**src/rtl/catch_tracker.sv**
```systemverilog
// Catch detector with edge-qualified, priority-arbitrated catch events and an optional
// cake-colour history ring buffer (enabled by CATCH_TRACKER_RECORD_EN).
module catch_tracker #(
    parameter int N_OBJ     = 4,
    parameter int X_W       = 8,
    parameter int Y_W       = 7,
    parameter int CLR_W     = 3,
    parameter int HALF_W    = 8,
    parameter int CAKE_DY   = 6,
    parameter int CHERRY_DY = 14,
    parameter int DEPTH     = 16,
    localparam int IDX_W    = (N_OBJ > 1) ? $clog2(N_OBJ) : 1,
    localparam int PTR_W    = $clog2(DEPTH),
    localparam int CNT_W    = PTR_W + 1
) (
    input  logic                   clk,
    input  logic                   resetn,
    input  logic [N_OBJ*X_W-1:0]   obj_x,
    input  logic [N_OBJ*Y_W-1:0]   obj_y,
    input  logic [N_OBJ*CLR_W-1:0] obj_clr,
    input  logic [N_OBJ-1:0]       obj_cherry,
    input  logic [X_W-1:0]         plate_x,
    input  logic [Y_W-1:0]         plate_y,
    output logic                   caught_cake,
    output logic                   caught_cherry,
    output logic [CLR_W-1:0]       caught_clr,
    output logic [IDX_W-1:0]       caught_idx,
    input  logic                   rd_en,
    output logic [CLR_W-1:0]       rd_data,
    output logic                   rd_valid,
    output logic [CNT_W-1:0]       rec_count,
    output logic                   rec_empty,
    output logic                   rec_full,
    output logic                   rec_ovf
);

    localparam logic [Y_W:0]          CAKE_DY_W   = (Y_W+1)'(CAKE_DY);
    localparam logic [Y_W:0]          CHERRY_DY_W = (Y_W+1)'(CHERRY_DY);
    localparam logic signed [X_W+1:0] HALF_S      = (X_W+2)'(HALF_W);

    logic [N_OBJ-1:0] hit_d, hit_q;
    logic [N_OBJ-1:0] pend_d, pend_q;
    logic [N_OBJ-1:0] new_evt, cand, cand_ch, cand_ck, sel, grant;
    logic             grant_vld, grant_cherry;
    logic [IDX_W-1:0] grant_idx;
    logic [CLR_W-1:0] grant_clr;

    logic             caught_cake_d, caught_cake_q;
    logic             caught_cherry_d, caught_cherry_q;
    logic [CLR_W-1:0] caught_clr_d, caught_clr_q;
    logic [IDX_W-1:0] caught_idx_d, caught_idx_q;

    // Extra bits keep the y sum from wrapping and make the x difference signed.
    for (genvar g = 0; g < N_OBJ; g++) begin : g_hit
        logic [Y_W:0]          dy;
        logic [Y_W:0]          y_reach;
        logic signed [X_W+1:0] dx;

        assign dy       = obj_cherry[g] ? CHERRY_DY_W : CAKE_DY_W;
        assign y_reach  = {1'b0, obj_y[g*Y_W +: Y_W]} + dy;
        assign dx       = $signed({2'b00, obj_x[g*X_W +: X_W]}) - $signed({2'b00, plate_x});
        assign hit_d[g] = (y_reach >= {1'b0, plate_y}) && (dx <= HALF_S) && (dx >= -HALF_S);
    end

    always_comb begin
        new_evt      = hit_d & ~hit_q;
        cand         = pend_q | new_evt;
        cand_ch      = cand & obj_cherry;
        cand_ck      = cand & ~obj_cherry;
        grant_cherry = |cand_ch;
        sel          = grant_cherry ? cand_ch : cand_ck;
        grant_vld    = |sel;
        grant        = '0;
        grant_idx    = '0;
        grant_clr    = '0;
        for (int i = N_OBJ - 1; i >= 0; i--) begin
            if (sel[i]) begin
                grant     = '0;
                grant[i]  = 1'b1;
                grant_idx = IDX_W'(i);
                grant_clr = obj_clr[i*CLR_W +: CLR_W];
            end
        end
        if (grant_cherry) begin
            grant_clr = '1;
        end
        pend_d          = cand & ~grant;
        caught_cake_d   = grant_vld & ~grant_cherry;
        caught_cherry_d = grant_cherry;
        caught_clr_d    = grant_vld ? grant_clr : '0;
        caught_idx_d    = grant_vld ? grant_idx : '0;
    end

    always_ff @(posedge clk) begin
        if (!resetn) begin
            // Objects already inside the window while reset is held count as seen,
            // so they only fire again after leaving and re-entering.
            hit_q           <= hit_d;
            pend_q          <= '0;
            caught_cake_q   <= 1'b0;
            caught_cherry_q <= 1'b0;
            caught_clr_q    <= '0;
            caught_idx_q    <= '0;
        end else begin
            hit_q           <= hit_d;
            pend_q          <= pend_d;
            caught_cake_q   <= caught_cake_d;
            caught_cherry_q <= caught_cherry_d;
            caught_clr_q    <= caught_clr_d;
            caught_idx_q    <= caught_idx_d;
        end
    end

    assign caught_cake   = caught_cake_q;
    assign caught_cherry = caught_cherry_q;
    assign caught_clr    = caught_clr_q;
    assign caught_idx    = caught_idx_q;

`ifdef CATCH_TRACKER_RECORD_EN
    logic [CLR_W-1:0] mem_q [DEPTH];
    logic [PTR_W-1:0] wr_ptr_d, wr_ptr_q;
    logic [PTR_W-1:0] rd_ptr_d, rd_ptr_q;
    logic [CNT_W-1:0] count_d, count_q;
    logic             ovf_d, ovf_q;
    logic             rd_valid_d, rd_valid_q;
    logic [CLR_W-1:0] rd_data_d, rd_data_q;
    logic             rec_wr, rec_rd, full_w, empty_w;

    always_comb begin
        full_w     = (count_q == CNT_W'(DEPTH));
        empty_w    = (count_q == '0);
        rec_wr     = caught_cake_d;
        rec_rd     = rd_en & ~empty_w;
        wr_ptr_d   = wr_ptr_q;
        rd_ptr_d   = rd_ptr_q;
        count_d    = count_q;
        ovf_d      = ovf_q;
        rd_valid_d = rec_rd;
        rd_data_d  = rec_rd ? mem_q[rd_ptr_q] : rd_data_q;
        if (rec_wr) begin
            wr_ptr_d = wr_ptr_q + PTR_W'(1);
        end
        // A write into a full buffer with no read displaces the oldest entry.
        if (rec_rd || (rec_wr && full_w)) begin
            rd_ptr_d = rd_ptr_q + PTR_W'(1);
        end
        if (rec_wr && !rec_rd && !full_w) begin
            count_d = count_q + CNT_W'(1);
        end else if (rec_rd && !rec_wr) begin
            count_d = count_q - CNT_W'(1);
        end
        if (rec_wr && full_w && !rec_rd) begin
            ovf_d = 1'b1;
        end
    end

    always_ff @(posedge clk) begin
        if (resetn && rec_wr) begin
            mem_q[wr_ptr_q] <= grant_clr;
        end
    end

    always_ff @(posedge clk) begin
        if (!resetn) begin
            wr_ptr_q   <= '0;
            rd_ptr_q   <= '0;
            count_q    <= '0;
            ovf_q      <= 1'b0;
            rd_valid_q <= 1'b0;
            rd_data_q  <= '0;
        end else begin
            wr_ptr_q   <= wr_ptr_d;
            rd_ptr_q   <= rd_ptr_d;
            count_q    <= count_d;
            ovf_q      <= ovf_d;
            rd_valid_q <= rd_valid_d;
            rd_data_q  <= rd_data_d;
        end
    end

    assign rd_data   = rd_data_q;
    assign rd_valid  = rd_valid_q;
    assign rec_count = count_q;
    assign rec_empty = (count_q == '0);
    assign rec_full  = (count_q == CNT_W'(DEPTH));
    assign rec_ovf   = ovf_q;
`else
    logic unused_rd_en;

    assign unused_rd_en = rd_en;
    assign rd_data      = '0;
    assign rd_valid     = 1'b0;
    assign rec_count    = '0;
    assign rec_empty    = 1'b1;
    assign rec_full     = 1'b0;
    assign rec_ovf      = 1'b0;
`endif

endmodule

```
**config.mk**
```make
export PLATFORM = sky130hd
export DESIGN_NAME = catch_tracker
export DESIGN_NICKNAME = d
export VERILOG_FILES = /design/src/rtl/catch_tracker.sv
export SDC_FILE = /design/constraint.sdc
export NUM_CORES = 1
export LEC_CHECK = 0
export BUFFER_PORTS_ARGS = -buffer_cell sky130_fd_sc_hd__buf_2
export CAP_MARGIN = 20
export CELL_PAD_IN_SITES_DETAIL_PLACEMENT = 1
export CELL_PAD_IN_SITES_GLOBAL_PLACEMENT = 1
export CORE_UTILIZATION = 38
export DETAILED_ROUTE_END_ITERATION = 12
export PLACE_DENSITY = 0.82
export SLEW_MARGIN = 20
export SYNTH_ARGS = -nofsm -noshare
export SYNTH_HDL_FRONTEND = slang
export SYNTH_SLANG_ARGS = --single-unit
```
**constraint.sdc**
```tcl
create_clock -name clk -period 4.2 [get_ports clk]
set_input_delay 0.21 -clock clk [delete_from_list [all_inputs] [get_ports clk]]
set_output_delay 0.21 -clock clk [all_outputs]
set_load 0.03 [all_outputs]
```
==> results.toml <==
[yosys]
yosysTopAreaCell = "ha_1"
ys_seq_area_share_pct = 8.460
synth.most_common_cell = "ha_1"
ys_seq_elements = 15
syn_inst = 437
async_flop_share_pct = 0
yosysTopAreaCellShare_pct = 23.97
synthTopCellsByCount = "ha_1 (68), inv_1 (40), nor2_1 (32)"
synth_edf_count = 0
synth.avg_cell_area_um2 = 8.123
synth_area_leaders = "ha_1 (24%), dfxtp_1 (8.5%), xnor2_1 (6.2%)"
ys_warn_count = 0
syn_area_um2 = 3550
synth_cell_types = 80
synth_ff_type = "dfxtp_1"

[layout]
finish.net_count = 699
seq_area_um2 = 300.3
area_growth_syn_to_layout_pct = 17.34
antenna_cells = 0
drive_gt1_share_pct = 24.63
multi_input_area_um2 = 3030
nFillCells = 1149

[worst_setup_path]
cp-end-kind = "flip-flop"
cp_num_buf_inv = 1
arrival_ps = 3770
cp-start-kind = "primary input"
cp_data_required_time_ps = 4350
cpLargestDelayFamily = "compound AO/OA/AOI/OAI gates"
critPathKind = "in2reg"
critPathMaxFanout = 12
crit_chain = "buf_2, ha_1, nor2b_1, o21ai_0, xnor2_1, ha_1, a21o_1, a21oi_1, o211ai_1, nor4bb_1, a41o_1, a41o_2, a22oi_4, o21a_1, a31oi_2, and4b_1"
crit_path_max_incr_delay_ps = 340
crit_top_cell = "ha_1"
critPathSlowestCell = "a41o_2"

[worst_hold_path]
holdCritPathClass = "in2reg"

[sta]
tns_ps = 0
rsz0062_at_grt = "no"
drv_slew = 0
fmax_mhz = 275.7
clock-skew-final_ps = 2.243
finalSetupViolations = 0
holdWs_ps = 220.3
fin_crit_ps = 3627
hold_viol = 0
min_period_over_period_pct = 86.35

[cts]
cts_buffers = 3
cts_setup_buffers = 0
cts-root-buf = "clkbuf_8"
cts.path.max_buffers = 2
ctsResizeCount = 0
clk_pin_slew_worst_paths_ps = 60
cts_tree = "built"
cts_hold_buf = 0
clock-sinks = 15
clock_latency_ps = 250
htree_levels = 1

[grt]
grt_usage_pct = 22.33
antenna_found_initial = 0
grt_pass1_wl_um = 17660
grt_overflow_total = 0
grt_pass1_vias = 3826
grt_start_max_net_pins = 13

[pwr]
power.leakage_nw = 2.184
vdd_ir_drop_max_mv = 0.09574
pwr_density_cell_nw_per_um2 = 194.2

[floorplan]
start_util_pct = 39.92
die-area_um2 = 9732
chipHeight_um = 98.65
rows = 34
core-area_um2 = 8891
die_w_um = 98.65
ios = 113

[drt]
drt-pass1-iter-count = 4
wl_um = 10720
ant_nets = 0
first_iter_violations = 122
drc = 0
vias = 3708
wl_per_cell_um = 16.65
avgViaCountPerCell = 5.758

[placed_design]
place_congestion = 0.8212
port_buffers = 99
dp_hpwl_um = 9150

[status]
status = "finished clean"

[run]
drv_cap = 0
[flip-flops by register name (all words and copies together) (netlist names)]
register / cells
caught_idx: 2
caught_cake: 1
caught_clr: 3
caught_cherry: 1
hit_q: 4
pend_q: 4
[cells by family (layout without fill, tap and decap cells)]
group	after synthesis	in the layout	synth area share, %
xor gates and xnor gates	32	32	8.107
DFF	15	15	8.460
other	2	12	0.2116
adders and majority gates	68	68	23.97
muxes	2	2	0.7049
buffers and inverters	55	144	7.225
AOI/OAI and AO/OA	138	138	30.03
and+or+nand+nor	125	125	21.29
[metal layers]
layer	global-route usage [%]	up-vias	share of wire, %
met3	1.986	14	3.6
met4	5.855	0	1.2
li1	-	1831	-
met1	27.07	1767	45
met5	0	-	0
met2	42.04	96	50
[through the flow]
| stage | power (mW) | cell area, um^2 | util [%] | instances | setup WS [ps] |
|---|---|---|---|---|---|
| floorplan | 0.5433 | 3587 | - | 447 | 947.9 |
| global placement | 0.6559 | 4119 | 46.33 | 640 | 481.5 |
| detailed placement | 0.6857 | 4119 | 46.33 | 640 | 348.1 |
| CTS | 0.8110 | 4165 | 46.85 | 644 | 608.6 |
| global route | 0.8790 | 4165 | 46.85 | 644 | 374.9 |
| finish | 0.8088 | 4165 | 46.85 | 644 | 573.3 |
[report_power, final]
group,internal (mW),switching (mW)
combinational,0.238,0.303
clock,0.0658,0.0543
sequential,0.147,0.00130
total,0.450,0.358
[area by class of cell]
type / instances / area share (%)
Sequential cell: 15 / 7.209
Multi-Input combinational cell: 377 / 72.75
Tap cell: 108 / 3.244
Clock inverter: 1 / 0.1202
Inverter: 40 / 3.605
Timing Repair Buffer: 100 / 12.08
Clock buffer: 3 / 0.9913
[placed cells by master, fill, tap and decap left out, types with 9 or more instances in the layout]
| master | n |
|---|---|
| dfxtp_1 | 15 |
| nand2_1 | 17 |
| o21ai_0 | 19 |
| o211ai_1 | 9 |
| a21oi_1 | 20 |
| nor2_1 | 32 |
| buf_2 | 99 |
| conb_1 | 12 |
| and3_1 | 13 |
| inv_1 | 40 |
| xnor2_1 | 25 |
| ha_1 | 68 |
| a21o_1 | 13 |
[worst min-delay path, cell delays in order]
cell	delay [ps]
buf_2	130
nand2_1	60
nor2_1	30
[final timing paths]
kind	from	endpoint	slack (ps)	cells after the start
setup / recovery	obj_cherry[0]	caught_idx[0]$_SDFF_PP0_	570	16
hold / removal	resetn	pend_q[1]$_SDFF_PN0_	220	3
setup reg to reg	hit_q[2]$_DFF_P_	caught_idx[0]$_SDFF_PP0_	2170	7
hold reg to reg	pend_q[2]$_SDFF_PN0_	pend_q[2]$_SDFF_PN0_	670	3
Power figures use the tool's default switching activity.
